<file path="src/rtl/fp32_mm_pkg.sv">
// Shared types and defaults for the FP32 matmul sequencer slice.
package fp32_mm_pkg;

    // Default tile geometry and datapath depth.
    localparam int DEF_M_ROWS     = 4;
    localparam int DEF_N_COLS     = 4;
    localparam int DEF_PIPE_LAT   = 5;
    localparam int DEF_FIFO_DEPTH = 8;

    // Tag fields are carried at a fixed generous width and trimmed at the ports.
    localparam int TAG_W = 16;

    typedef enum logic [1:0] {
        IDLE,
        ISSUE,
        DRAIN,
        DONE
    } state_t;

    typedef struct packed {
        logic [TAG_W-1:0] row;
        logic [TAG_W-1:0] col;
    } tag_t;

    // Index width for a dimension of n entries, never narrower than one bit.
    function automatic int idx_width(input int n);
        return (n <= 2) ? 1 : $clog2(n);
    endfunction

endpackage

</file>
<file path="src/rtl/fp32_matmul_sequencer_if.sv">
// Operand-issue, dot-result and result-stream signals of the matmul sequencer.
interface fp32_matmul_sequencer_if #(
    parameter int RW = 2,
    parameter int CW = 2
);
    logic          start;
    logic          busy;
    logic          done;
    logic          issue_valid;
    logic [RW-1:0] issue_row;
    logic [CW-1:0] issue_col;
    logic [31:0]   dot_result;
    logic          out_valid;
    logic          out_ready;
    logic [RW-1:0] out_row;
    logic [CW-1:0] out_col;
    logic [31:0]   out_data;

    // The sequencer side.
    modport master (
        input  start, dot_result, out_ready,
        output busy, done, issue_valid, issue_row, issue_col,
        output out_valid, out_row, out_col, out_data
    );

    // The environment side: operand buffers, dot unit and result writer.
    modport slave (
        output start, dot_result, out_ready,
        input  busy, done, issue_valid, issue_row, issue_col,
        input  out_valid, out_row, out_col, out_data
    );
endinterface

</file>
<file path="src/rtl/fp32_mm_result_fifo.sv">
// Result FIFO: registered head, no fall-through, occupancy exposed for credits.
module fp32_mm_result_fifo #(
    parameter  int DEPTH = 8,
    parameter  int WIDTH = 36,
    localparam int CNT_W = $clog2(DEPTH + 1)
) (
    input  logic             clk,
    input  logic             rst,
    input  logic             push,
    input  logic [WIDTH-1:0] push_data,
    output logic             out_valid,
    input  logic             out_ready,
    output logic [WIDTH-1:0] out_data,
    output logic [CNT_W-1:0] count
);
    localparam int PTR_W = (DEPTH <= 1) ? 1 : $clog2(DEPTH);

    logic [WIDTH-1:0] mem [DEPTH];
    logic [PTR_W-1:0] rd_ptr;
    logic [PTR_W-1:0] wr_ptr;
    logic             pop;

    function automatic logic [PTR_W-1:0] next_ptr(input logic [PTR_W-1:0] p);
        return (p == PTR_W'(DEPTH - 1)) ? '0 : p + PTR_W'(1);
    endfunction

    assign out_valid = (count != '0);
    assign pop       = out_valid && out_ready;
    assign out_data  = mem[rd_ptr];

    // Storage, pointers and occupancy; the head slot is only rewritten after it is popped.
    always_ff @(posedge clk) begin
        if (rst) begin
            rd_ptr <= '0;
            wr_ptr <= '0;
            count  <= '0;
            for (int i = 0; i < DEPTH; i++) begin
                mem[i] <= '0;
            end
        end else begin
            if (push) begin
                mem[wr_ptr] <= push_data;
                wr_ptr      <= next_ptr(wr_ptr);
            end
            if (pop) begin
                rd_ptr <= next_ptr(rd_ptr);
            end
            case ({push, pop})
                2'b10:   count <= count + CNT_W'(1);
                2'b01:   count <= count - CNT_W'(1);
                default: count <= count;
            endcase
        end
    end

    // Every push had a credit reserved, so the FIFO can never be full when one arrives.
    push_not_full: assert property (@(posedge clk) disable iff (rst) push |-> (count < CNT_W'(DEPTH)));

endmodule

</file>
<file path="src/rtl/fp32_matmul_sequencer.sv">
// Issues (row, col) pairs to the non-stallable dot unit under credit control and
// collects the tagged results into the output FIFO.
module fp32_matmul_sequencer
    import fp32_mm_pkg::*;
#(
    parameter  int M_ROWS     = DEF_M_ROWS,
    parameter  int N_COLS     = DEF_N_COLS,
    parameter  int PIPE_LAT   = DEF_PIPE_LAT,
    parameter  int FIFO_DEPTH = DEF_FIFO_DEPTH,
    localparam int RW         = idx_width(M_ROWS),
    localparam int CW         = idx_width(N_COLS)
) (
    input logic                   clk,
    input logic                   rst,
    fp32_matmul_sequencer_if.master bus
);
    localparam int CNT_W = $clog2(FIFO_DEPTH + 1);
    localparam int FW    = RW + CW + 32;

    typedef struct packed {
        logic valid;
        tag_t tag;
    } stage_t;

    state_t           state;
    logic             busy_q;
    logic             done_q;
    logic [RW-1:0]    row_cnt;
    logic [CW-1:0]    col_cnt;
    stage_t           pipe [PIPE_LAT];
    logic [CNT_W-1:0] inflight;
    logic [CNT_W-1:0] fifo_count;
    logic [CNT_W:0]   used;
    logic             has_credit;
    logic             issue_fire;
    logic             last_issue;
    logic             push;
    logic [FW-1:0]    push_data;
    logic [FW-1:0]    head;
    logic             drained;

    // A pop only frees its credit once fifo_count updates on the next cycle.
    assign used       = {1'b0, fifo_count} + {1'b0, inflight};
    assign has_credit = used < (CNT_W + 1)'(FIFO_DEPTH);
    assign issue_fire = (state == ISSUE) && has_credit;
    assign last_issue = issue_fire && (row_cnt == RW'(M_ROWS - 1)) && (col_cnt == CW'(N_COLS - 1));
    assign push       = pipe[PIPE_LAT-1].valid;
    assign push_data  = {pipe[PIPE_LAT-1].tag.row[RW-1:0], pipe[PIPE_LAT-1].tag.col[CW-1:0], bus.dot_result};
    // An empty FIFO has no valid head, so no pop can still be pending.
    assign drained    = (inflight == '0) && (fifo_count == '0);

    // Tile control: row-major issue counters and the registered busy/done flags.
    always_ff @(posedge clk) begin
        if (rst) begin
            state   <= IDLE;
            busy_q  <= 1'b0;
            done_q  <= 1'b0;
            row_cnt <= '0;
            col_cnt <= '0;
        end else begin
            case (state)
                IDLE: begin
                    done_q <= 1'b0;
                    if (bus.start) begin
                        state   <= ISSUE;
                        busy_q  <= 1'b1;
                        row_cnt <= '0;
                        col_cnt <= '0;
                    end
                end
                ISSUE: begin
                    if (issue_fire) begin
                        if (last_issue) begin
                            state <= DRAIN;
                        end else if (col_cnt == CW'(N_COLS - 1)) begin
                            col_cnt <= '0;
                            row_cnt <= row_cnt + RW'(1);
                        end else begin
                            col_cnt <= col_cnt + CW'(1);
                        end
                    end
                end
                DRAIN: begin
                    if (drained) begin
                        state  <= DONE;
                        done_q <= 1'b1;
                    end
                end
                DONE: begin
                    state  <= IDLE;
                    done_q <= 1'b0;
                    busy_q <= 1'b0;
                end
                default: state <= IDLE;
            endcase
        end
    end

    // Tag shadow of the dot pipeline; clearing it on reset discards whatever the datapath still holds.
    always_ff @(posedge clk) begin
        if (rst) begin
            for (int i = 0; i < PIPE_LAT; i++) begin
                pipe[i] <= '0;
            end
        end else begin
            pipe[0].valid   <= issue_fire;
            pipe[0].tag.row <= TAG_W'(row_cnt);
            pipe[0].tag.col <= TAG_W'(col_cnt);
            for (int i = 1; i < PIPE_LAT; i++) begin
                pipe[i] <= pipe[i-1];
            end
        end
    end

    // Credits held by issues still travelling through the dot pipeline.
    always_ff @(posedge clk) begin
        if (rst) begin
            inflight <= '0;
        end else begin
            case ({issue_fire, push})
                2'b10:   inflight <= inflight + CNT_W'(1);
                2'b01:   inflight <= inflight - CNT_W'(1);
                default: inflight <= inflight;
            endcase
        end
    end

    fp32_mm_result_fifo #(
        .DEPTH (FIFO_DEPTH),
        .WIDTH (FW)
    ) u_fifo (
        .clk       (clk),
        .rst       (rst),
        .push      (push),
        .push_data (push_data),
        .out_valid (bus.out_valid),
        .out_ready (bus.out_ready),
        .out_data  (head),
        .count     (fifo_count)
    );

    assign bus.busy        = busy_q;
    assign bus.done        = done_q;
    assign bus.issue_valid = issue_fire;
    assign bus.issue_row   = row_cnt;
    assign bus.issue_col   = col_cnt;
    assign bus.out_row     = head[FW-1 -: RW];
    assign bus.out_col     = head[CW+31 -: CW];
    assign bus.out_data    = head[31:0];

endmodule

</file>
<file path="src/flat_wrapper.sv">
// flat-port wrapper written by rule: the top's interface ports become plain ports
module fp32_matmul_sequencer_flat import fp32_mm_pkg::*;
#(
    parameter  int M_ROWS     = DEF_M_ROWS,
    parameter  int N_COLS     = DEF_N_COLS,
    parameter  int PIPE_LAT   = DEF_PIPE_LAT,
    parameter  int FIFO_DEPTH = DEF_FIFO_DEPTH,
    localparam int RW         = idx_width(M_ROWS),
    localparam int CW         = idx_width(N_COLS)
)
  (clk, rst, bus_start, bus_dot_result, bus_out_ready, bus_busy, bus_done, bus_issue_valid, bus_issue_row, bus_issue_col, bus_out_valid, bus_out_row, bus_out_col, bus_out_data);
  fp32_matmul_sequencer_if #(.RW(2), .CW(2)) bus_i ();
  input logic clk;
  input logic rst;
  input wire logic [$bits(bus_i.start)-1:0] bus_start;
  input wire logic [$bits(bus_i.dot_result)-1:0] bus_dot_result;
  input wire logic [$bits(bus_i.out_ready)-1:0] bus_out_ready;
  output wire logic [$bits(bus_i.busy)-1:0] bus_busy;
  output wire logic [$bits(bus_i.done)-1:0] bus_done;
  output wire logic [$bits(bus_i.issue_valid)-1:0] bus_issue_valid;
  output wire logic [$bits(bus_i.issue_row)-1:0] bus_issue_row;
  output wire logic [$bits(bus_i.issue_col)-1:0] bus_issue_col;
  output wire logic [$bits(bus_i.out_valid)-1:0] bus_out_valid;
  output wire logic [$bits(bus_i.out_row)-1:0] bus_out_row;
  output wire logic [$bits(bus_i.out_col)-1:0] bus_out_col;
  output wire logic [$bits(bus_i.out_data)-1:0] bus_out_data;
  assign bus_i.start = bus_start;
  assign bus_i.dot_result = bus_dot_result;
  assign bus_i.out_ready = bus_out_ready;
  assign bus_busy = bus_i.busy;
  assign bus_done = bus_i.done;
  assign bus_issue_valid = bus_i.issue_valid;
  assign bus_issue_row = bus_i.issue_row;
  assign bus_issue_col = bus_i.issue_col;
  assign bus_out_valid = bus_i.out_valid;
  assign bus_out_row = bus_i.out_row;
  assign bus_out_col = bus_i.out_col;
  assign bus_out_data = bus_i.out_data;
  fp32_matmul_sequencer #(.M_ROWS(M_ROWS), .N_COLS(N_COLS), .PIPE_LAT(PIPE_LAT), .FIFO_DEPTH(FIFO_DEPTH)) u_core (.clk(clk), .rst(rst), .bus(bus_i));
endmodule
</file>
<file path="config.mk">
export PLATFORM = sky130hd
export DESIGN_NAME = fp32_matmul_sequencer_flat
export DESIGN_NICKNAME = d
export VERILOG_FILES = /design/src/rtl/fp32_mm_pkg.sv /design/src/rtl/fp32_matmul_sequencer_if.sv /design/src/rtl/fp32_mm_result_fifo.sv /design/src/rtl/fp32_matmul_sequencer.sv /design/src/flat_wrapper.sv
export SDC_FILE = /design/constraint.sdc
export NUM_CORES = 1
export LEC_CHECK = 0
export BUFFER_PORTS_ARGS = -buffer_cell sky130_fd_sc_hd__buf_2
export CORE_MARGIN = 5
export CORE_UTILIZATION = 40
export DETAILED_ROUTE_END_ITERATION = 10
export PLACE_DENSITY_LB_ADDON = 0.05
export SLEW_MARGIN = 20
export SYNTH_ARGS = -nofsm -noshare
export SYNTH_HDL_FRONTEND = slang
export SYNTH_SLANG_ARGS = --single-unit
export TNS_END_PERCENT = 100
</file>
<file path="constraint.sdc">
create_clock -name clk -period 12.5 [get_ports clk]
set_input_delay 2.5 -clock clk [delete_from_list [all_inputs] [get_ports clk]]
set_output_delay 2.5 -clock clk [all_outputs]
set_load 0.02 [all_outputs]
</file>
==> results of run 1 <==
==> worst paths after layout <==
check	cells after the start	from	endpoint
min reg2reg	1	u_core.pipe[0][67]	u_core.pipe[0][100]
min	1	u_core.pipe[0][67]	u_core.pipe[0][100]
max reg2reg	9	u_core.inflight[2]	u_core.inflight[3]
max	4	flip-flop	bus_out_row[1]
==> sequential cells by signal, indices dropped and copies added (netlist names), named ones only <==
| name | count |
|---|---|
| u_core.bus.done | 1 |
| u_core.pipe | 25 |
| u_core.u_fifo.count | 4 |
| u_core.inflight | 4 |
| u_core.u_fifo.wr_ptr | 3 |
| u_core.state | 2 |
| u_core.bus.busy | 1 |
| u_core.u_fifo.rd_ptr | 3 |
| u_core.bus.issue_row | 2 |
| u_core.u_fifo.mem | 288 |
| u_core.bus.issue_col | 2 |
==> synth_stat cells, types with 2 or more instances <==
| cell | instances | share of area [%] |
|---|---|---|
| nand2_1 | 13 | 0.33 |
| nor2b_1 | 26 | 1.1 |
| fa_1 | 2 | 0.27 |
| ha_1 | 19 | 1.6 |
| mux2_2 | 38 | 2.9 |
| xor2_1 | 4 | 0.24 |
| dfxtp_1 | 50 | 6.7 |
| or4_1 | 4 | 0.20 |
| nand4b_1 | 2 | 0.12 |
| mux4_2 | 72 | 11 |
| nor2_1 | 33 | 0.83 |
| o21a_1 | 2 | 0.10 |
| mux2i_1 | 4 | 0.27 |
| a21o_1 | 3 | 0.15 |
| or2_2 | 2 | 0.084 |
| edfxtp_1 | 288 | 58 |
| nor4_1 | 2 | 0.084 |
| o21ai_0 | 12 | 0.40 |
| and2_1 | 288 | 12 |
| buf_2 | 7 | 0.24 |
| inv_1 | 14 | 0.35 |
| clkbuf_1 | 38 | 0.96 |
| nand2b_1 | 2 | 0.084 |
| a21oi_1 | 15 | 0.51 |
| nand3_1 | 8 | 0.27 |
| nor3_1 | 2 | 0.067 |
| buf_1 | 7 | 0.18 |
==> worst reg2reg max path, stage by stage, from the launching register on <==
cell and delay (ns):
dfxtp_1 0.40, ha_1 0.30, a2111oi_4 0.47, nand3_1 0.19, ha_1 0.29, ha_1 0.31, a21o_1 0.17, a21oi_1 0.18
mux2i_1 0.25, mux2_2 0.35
==> cells by family after synthesis <==
group,count (synthesis),share of synthesized area [%]
AO/OA/AOI/OAI,38,1.60
XOR/XNOR,4,0.236
adder cells (fa/ha/maj),21,1.87
buffers and inverters,67,1.76
flip-flops,338,65.0
multiplexers,114,14.1
AND/OR/NAND/NOR,386,15.5
==> area by class of cell <==
type | count | area, sq um | area share [%]
Sequential cell | 338 | 9660 | 56.5
Clock buffer | 55 | 1120 | 6.56
Inverter | 14 | 52.6 | 0.308
Tap cell | 468 | 586 | 3.43
Multi-Input combinational cell | 563 | 5060 | 29.6
Clock inverter | 11 | 55.1 | 0.322
Timing Repair Buffer | 96 | 543 | 3.18
==> layer usage <==
layer  global-route usage, %  part of all wire, %  vias up
met5                       0                0.035        -
met2                    27.8                   48      135
li1                        -                    -     3712
met3                    2.49                  3.8       45
met1                    24.4                   47     4047
met4                    3.47                  1.8        2
==> power groups by stage <==
stage | combinational (mW) | clock (mW) | sequential (mW)
after floorplan | 0.104 | 0 | 1.30
after global placement | 0.165 | 0 | 1.30
after detailed placement | 0.165 | 0 | 1.31
after CTS | 0.166 | 1.09 | 1.28
after global routing | 0.178 | 1.13 | 1.29
final | 0.162 | 1.06 | 1.28
==> stage by stage <==
step           hold slack (ns)  std cells  setup WS [ns]
2_1_floorplan            0.414        968           6.74
3_3_place_gp             0.417       1478           7.07
3_5_place_dp             0.422       1479           6.98
4_1_cts                  0.436       1545           6.55
5_1_grt                  0.452       1545           6.45
6_report                 0.432       1545           6.74
==> layout by cell type (no fill, tap or decap), drive strengths merged, types with 3 or more instances in the layout <==
cell,synthesis,layout
and2,288,288
edfxtp,288,288
buf,14,96
mux4,72,72
clkbuf,39,55
dfxtp,50,50
mux2,38,38
nor2,33,33
nor2b,26,26
ha,19,19
a21oi,15,15
inv,14,15
nand2,13,13
o21ai,12,12
clkinv,0,10
nand3,8,8
or4,4,4
xor2,4,4
mux2i,4,4
a21o,3,3
==> key figures, run 1 <==
Global routing
  – Grt total ovfl: 0
  – First-pass GRT wire length: between 50 and 60 mm
  – Tot GR Track Use: between 15 and 20%
  – Largest net degree at the start of global routing: 56
  – Vias in the first global route: approximately 8500
  – Initial antenna violation count: 1

Worst setup path
  – Crit start category: flip-flop
  – Critical path peak fanout: 40
  – Reg2Reg Setup Slack: 9.49 ns
  – CP Cell Sequence: buf_4, mux4_2, mux2_2, buf_2
  – Buffers & Inverters on Critical Path: 2
  – CP top delay family: buffers and inverters
  – Crit-path max cell delay: 0.83 ns
  – CP endpoint kind: output pin
  – Crit path kind: reg -> out
  – Critical Path AT: approximately 3.3 ns
  – Critical Path RT: roughly 10 ns
  – Worst-path cell with the longest stage delay: dfxtp_4

Floorplanning
  – Die area: about 41000 sq um
  – Die width: about 200 um
  – Chip height: between 200 and 250 um
  – I/O Pins: 80
  – Starting Density: between 40% and 50%
  – Area of the core: ~37000 sq um
  – Std cell rows: 70

Power
  – Clock network power share: 42.2%
  – Pwr/cell area: about 150 nW/um^2
  – Peak VDD IR: between 0.1 and 0.15 mV
  – Pleak: 6.33 nW
  – Overall Power: approximately 2.5 mW
  – Internal power: 1.95 mW
  – Switching share of power: ~22%
  – Sequential power share: between 50% and 60%
  – Switching pwr: approximately 550 uW
  – Gate power share: under 10%

Logic synthesis
  – Syn nets: slightly above 1000
  – Synthesized flop and latch total: around 340
  – Sequential area share after synthesis: ~65%
  – Post-synth EDFFs: around 290
  – Distinct cells, synth: 38
  – Post-synth ARST share: 0%
  – Syn Inst Count: 968
  – Avg Cell Area, Syn: approximately 15 sq um
  – Ys flop type: edfxtp_1
  – Yosys warns: 0
  – Synthesized cell area: 14800 sq um

Job
  – Max-cap viol count: 0

Timing
  – Achievable Freq: 0.174 GHz
  – Final Critical Period: about 5.8 ns
  – Number of setup violations in the final report: 0
  – Fin crit share: 46.1%
  – RSZ-0062 raised after global routing: no
  – Final hold viol count: 0
  – Pins over their slew limit: 0
  – Setup tns final: 0 ns
  – Max-slew headroom at the worst pin: 27.3%
  – Worst Clk Skew: a little over 0.01 ns
  – Least-Margin Pin Slew: 1.09 ns

Route
  – First-iteration detailed-routing DRC count: ~510
  – Vias: between 7000 and 8000
  – DR WL/cell: about 22 um
  – DR vias/cell: between 5 and 6
  – Antenna Nets Post-Route: 0
  – Routed WL: approximately 34 mm
  – Drt drc: 0
  – Number of iterations in the first detailed-routing pass: 5

Finish
  – Post-route cell area: ~17000 sq um
  – Fraction of layout cells with a size suffix above 1: around 26%
  – N_diodes: 0
  – Final #Nets: roughly 1100
  – Layout area overhead: 15.0%
  – Fin util: between 40 and 50%
  – Fillers: approximately 3300

CTS
  – CTS tree: yes
  – CTS sink count: 338
  – CTS buffer count: 39
  – Post-CTS Setup Inserts: 0
  – Resized Gates After CTS: 0
  – # hold bufs at CTS: 0
  – Insertion delay to the later sink of the worst-skew pair: about 0.52 ns
  – CTS Root Cell: clkbuf_16
  – Clk slew on worst S/H paths: 0.06 ns
  – Htree depth: 2
  – CTS Buffer Depth: 3

Placement
  – RePlAce Congestion: roughly 0.69
  – Placed Area: approximately 16000 sq um
  – Hpwl dp: ~17 mm
  – Port Buffer Count: between 70 and 80

Outcome
  – Run status: complete, no violations

Min path
  – Worst Hold Class: reg -> reg
(Power assumes the default switching activity.)
==> run 2: changes to the inputs <==
--- a/config.mk
+++ b/config.mk
@@ -5,6 +5,7 @@
 export SDC_FILE = /design/constraint.sdc
 export NUM_CORES = 1
 export LEC_CHECK = 0
+export ABC_AREA = 1
 export BUFFER_PORTS_ARGS = -buffer_cell sky130_fd_sc_hd__buf_2
 export CORE_MARGIN = 5
 export CORE_UTILIZATION = 40
==> constraint.sdc (replaced) <==
create_clock -name clk -period 5.9 [get_ports clk]
set_input_delay 1.18 -clock clk [delete_from_list [all_inputs] [get_ports clk]]
set_output_delay 1.18 -clock clk [all_outputs]
set_load 0.02 [all_outputs]
==> key figures, run 2 <==
Outcome
  – Run status: complete, no violations

Floorplanning
  – Die area: 41100 sq um (about the same)
  – Std cell rows: 70 (unchanged)
  – Area of the core: 36600 sq um (unchanged)
  – I/O Pins: 80 (unchanged)
  – Die width: 203 um (about the same)
  – Starting Density: 40.6% (about the same)
  – Chip height: 203 um (about the same)

Timing
  – Max-slew headroom at the worst pin: 27.8% (+0.49 points)
  – Pins over their slew limit: 0 (unchanged)
  – Least-Margin Pin Slew: 1.08 ns (-0.00853 ns)
  – Worst Clk Skew: 0.0112 ns (+0.00114 ns)
  – Number of setup violations in the final report: 0 (unchanged)
  – Fin crit share: roughly three quarters
  – Achievable Freq: ~0.23 GHz
  – Setup tns final: 0 ns (unchanged)
  – Worst setup margin: 1.48 ns (-5.26 ns)
  – Final hold viol count: 0 (unchanged)
  – RSZ-0062 raised after global routing: no
  – Final Critical Period: about 4.4 ns

Power
  – Internal power: 4.73 mW (+140%)
  – Switching share of power: 34.3% (+12 points)
  – Sequential power share: 40.5% (-11 points)
  – Overall Power: 7.19 mW (+190%)
  – Pleak: 6.72 nW (+6.2%)
  – Gate power share: 28.1% (+22 points)
  – Pwr/cell area: 433 nW/um^2 (+200%)
  – Peak VDD IR: 0.305 mV (+200%)
  – Switching pwr: 2.46 mW (+350%)
  – Clock network power share: 31.4% (-11 points)

Logic synthesis
  – Avg Cell Area, Syn: 10.2 sq um (-34%)
  – Leading area contributor after synthesis: edfxtp_1
  – Post-synth ARST share: 0% (unchanged)
  – Post-synth top area share: 58.2% (about the same)
  – Top cells by instance count after synthesis: 555 x nor2_1, 288 x edfxtp_1, 153 x nand2_1, 97 x inv_1, 86 x o21ai_0
  – Syn nets: 1516 (+48%)
  – Syn Inst Count: 1459 (+51%)
  – Synthesized cell area: 14900 sq um (about the same)
  – Synthesized flop and latch total: 338 (unchanged)
  – Sequential area share after synthesis: 64.9% (about the same)
  – Top-count cell post-synth: nor2_1
  – Post-synth EDFFs: 288 (unchanged)
  – Top cells by area, synth: edfxtp_1 58%, nor2_1 14%, dfxtp_1 6.7%, o32ai_1 4.2%, nand2_1 3.9%
  – Distinct cells, synth: 27 (-29%)
  – Ys flop type: edfxtp_1
  – Yosys warns: 0 (unchanged)

Job
  – Max-cap viol count: 0 (unchanged)

Finish
  – N_diodes: 0 (unchanged)
  – Top flop regs: u_core.u_fifo.mem: 288 flops, u_core.pipe: 25 flops
  – Fraction of layout cells with a size suffix above 1: 10.3% (-16 points)
  – Commonest non-fill, non-tap cell in the layout: nor2_1
  – Fillers: 3587 (+9.8%)
  – Final #Nets: 1560 (+41%)
  – Layout area overhead: 11.7%
  – Most frequent cells in the layout: 555 x nor2_1, 288 x edfxtp_1, 145 x nand2_1
  – Largest register FFs: 288 (unchanged)
  – Multi-input gate area: 4340 sq um (-14%)
  – Total area of sequential cells: 9660 sq um (unchanged)
  – Top reg by flops: u_core.u_fifo.mem

Global routing
  – Initial antenna violation count: 0 (-1)
  – Vias in the first global route: 10200 (+21%)
  – Grt total ovfl: 0 (unchanged)
  – Tot GR Track Use: 17.9% (+0.98 points)
  – First-pass GRT wire length: 58.7 mm (+10%)
  – Largest net degree at the start of global routing: 93 (+66%)

Route
  – Drt drc: 0 (unchanged)
  – DR vias/cell: 5.10 (-0.78%)
  – First-iteration detailed-routing DRC count: 606 (+19%)
  – DR WL/cell: 18.5 um (-17%)
  – Routed WL: 36.9 mm (+7.3%)
  – Number of iterations in the first detailed-routing pass: 5 (unchanged)
  – Antenna Nets Post-Route: 0 (unchanged)
  – Vias: 10200 (+28%)

Worst setup path
  – RR Endpoint: u_core.u_fifo.mem[6][7]
  – Critical Path AT: 3.24 ns (-0.02 ns)
  – CP Cell Sequence: inv_4, buf_4, nor2_1, o32ai_1, nand2_1, nand2_1, buf_2
  – Crit start category: flip-flop
  – Reg2reg path depth: 5 (-4)
  – Worst-path cell with the longest stage delay: inv_4
  – Critical path peak fanout: 70 (+75%)
  – Critical path capture point: bus_out_col[1]
  – Crit path kind: reg -> out
  – CP endpoint kind: output pin
  – R2R Path Start: u_core.pipe[0][164]
  – Crit-path max cell delay: 0.68 ns (-0.15 ns)
  – Critical Path Most Common Cell: nand2_1
  – Reg2Reg Setup Slack: 2.96 ns (-6.53 ns)
  – Critical Path RT: 4.72 ns (-5.28 ns)

Placement
  – Hpwl dp: 21.3 mm (+22%)
  – Place WS: 1.78 ns (-5.20 ns)
  – RePlAce Congestion: 0.756 (+9.2%)
  – Port Buffer Count: 79 (unchanged)

CTS
  – Clk slew on worst S/H paths: 0.06 ns (about the same)
  – CTS sink count: 338 (unchanged)
  – Resized Gates After CTS: 0 (unchanged)
  – CTS tree: yes
  – CTS Root Cell: clkbuf_16
  – Insertion delay to the later sink of the worst-skew pair: 0.52 ns (about the same)
  – CTS buffer count: 38 (-2.6%)
  – Post-CTS Setup Inserts: 0 (unchanged)
  – # hold bufs at CTS: 0 (unchanged)
  – Htree depth: 2 (unchanged)
  – CTS Buffer Depth: 3 (unchanged)

Min path
  – Worst Hold Class: reg -> reg
-- run 2: cell families after synthesis --
logic type / share of synthesized area [%]
XOR/XNOR: 0.236
AO/OA/AOI/OAI: 7.80
flip-flops: 64.9
adder cells (fa/ha/maj): 1.87
buffers and inverters: 6.10
AND/OR/NAND/NOR: 19.1
-- run 2: layout make-up --
cell class / instances / area share (%)
Sequential cell: 338 / 58.2
Inverter: 99 / 2.25
Multi-Input combinational cell: 937 / 26.1
Tap cell: 468 / 3.53
Timing Repair Buffer: 89 / 2.83
Clock buffer: 54 / 6.48
Clock inverter: 10 / 0.588
-- run 2: stage by stage --
step,cell area [sq um],hold slack (ns),std cells,util (%)
2_1_floorplan,14900,0.388,1459,-
5_1_grt,16600,0.416,1995,45.3
6_report,16600,0.394,1995,45.3
4_1_cts,16600,0.399,1995,45.3
3_5_place_dp,15400,0.394,1931,42.1
3_3_place_gp,15400,0.388,1931,42.1
-- run 2: power groups by stage --
stage               clock network, mW  registers, mW  logic [mW]
CTS                              2.32           2.91        2.07
detailed placement                  0           2.96        2.06
finish                           2.26           2.91        2.02
global route                     2.41           2.94        2.28
global placement                    0           2.96        2.05
floorplan                           0           2.85        1.53
-- run 2: critical path: cells and delay by family (launching register included) --
| kind | cells | cell delay (ns) |
|---|---|---|
| DFF | 1 | 0.56 |
| and+or+nand+nor | 3 | 0.32 |
| AOI/OAI and AO/OA | 1 | 0.33 |
| buffers and inverters | 3 | 1.39 |
-- run 2: worst min-delay path by stage --
stage | from | endpoint | cells after the start
3_3_place_gp | u_core.pipe[0][65] | u_core.pipe[0][98] | 2
2_1_floorplan | u_core.pipe[0][67] | u_core.pipe[0][100] | 2
3_5_place_dp | u_core.pipe[0][67] | u_core.pipe[0][100] | 2
4_1_cts | u_core.pipe[0][115] | u_core.pipe[0][148] | 2
5_1_grt | u_core.pipe[0][34] | u_core.pipe[0][67] | 2
6_report | u_core.pipe[0][115] | u_core.pipe[0][148] | 2
-- run 2: routing by layer --
metal  share of wire [%]  global-route usage, %
met5                   0                      0
met4                 1.7                   4.12
met3                 3.9                   2.65
met2                  48                   29.8
met1                  47                   25.1
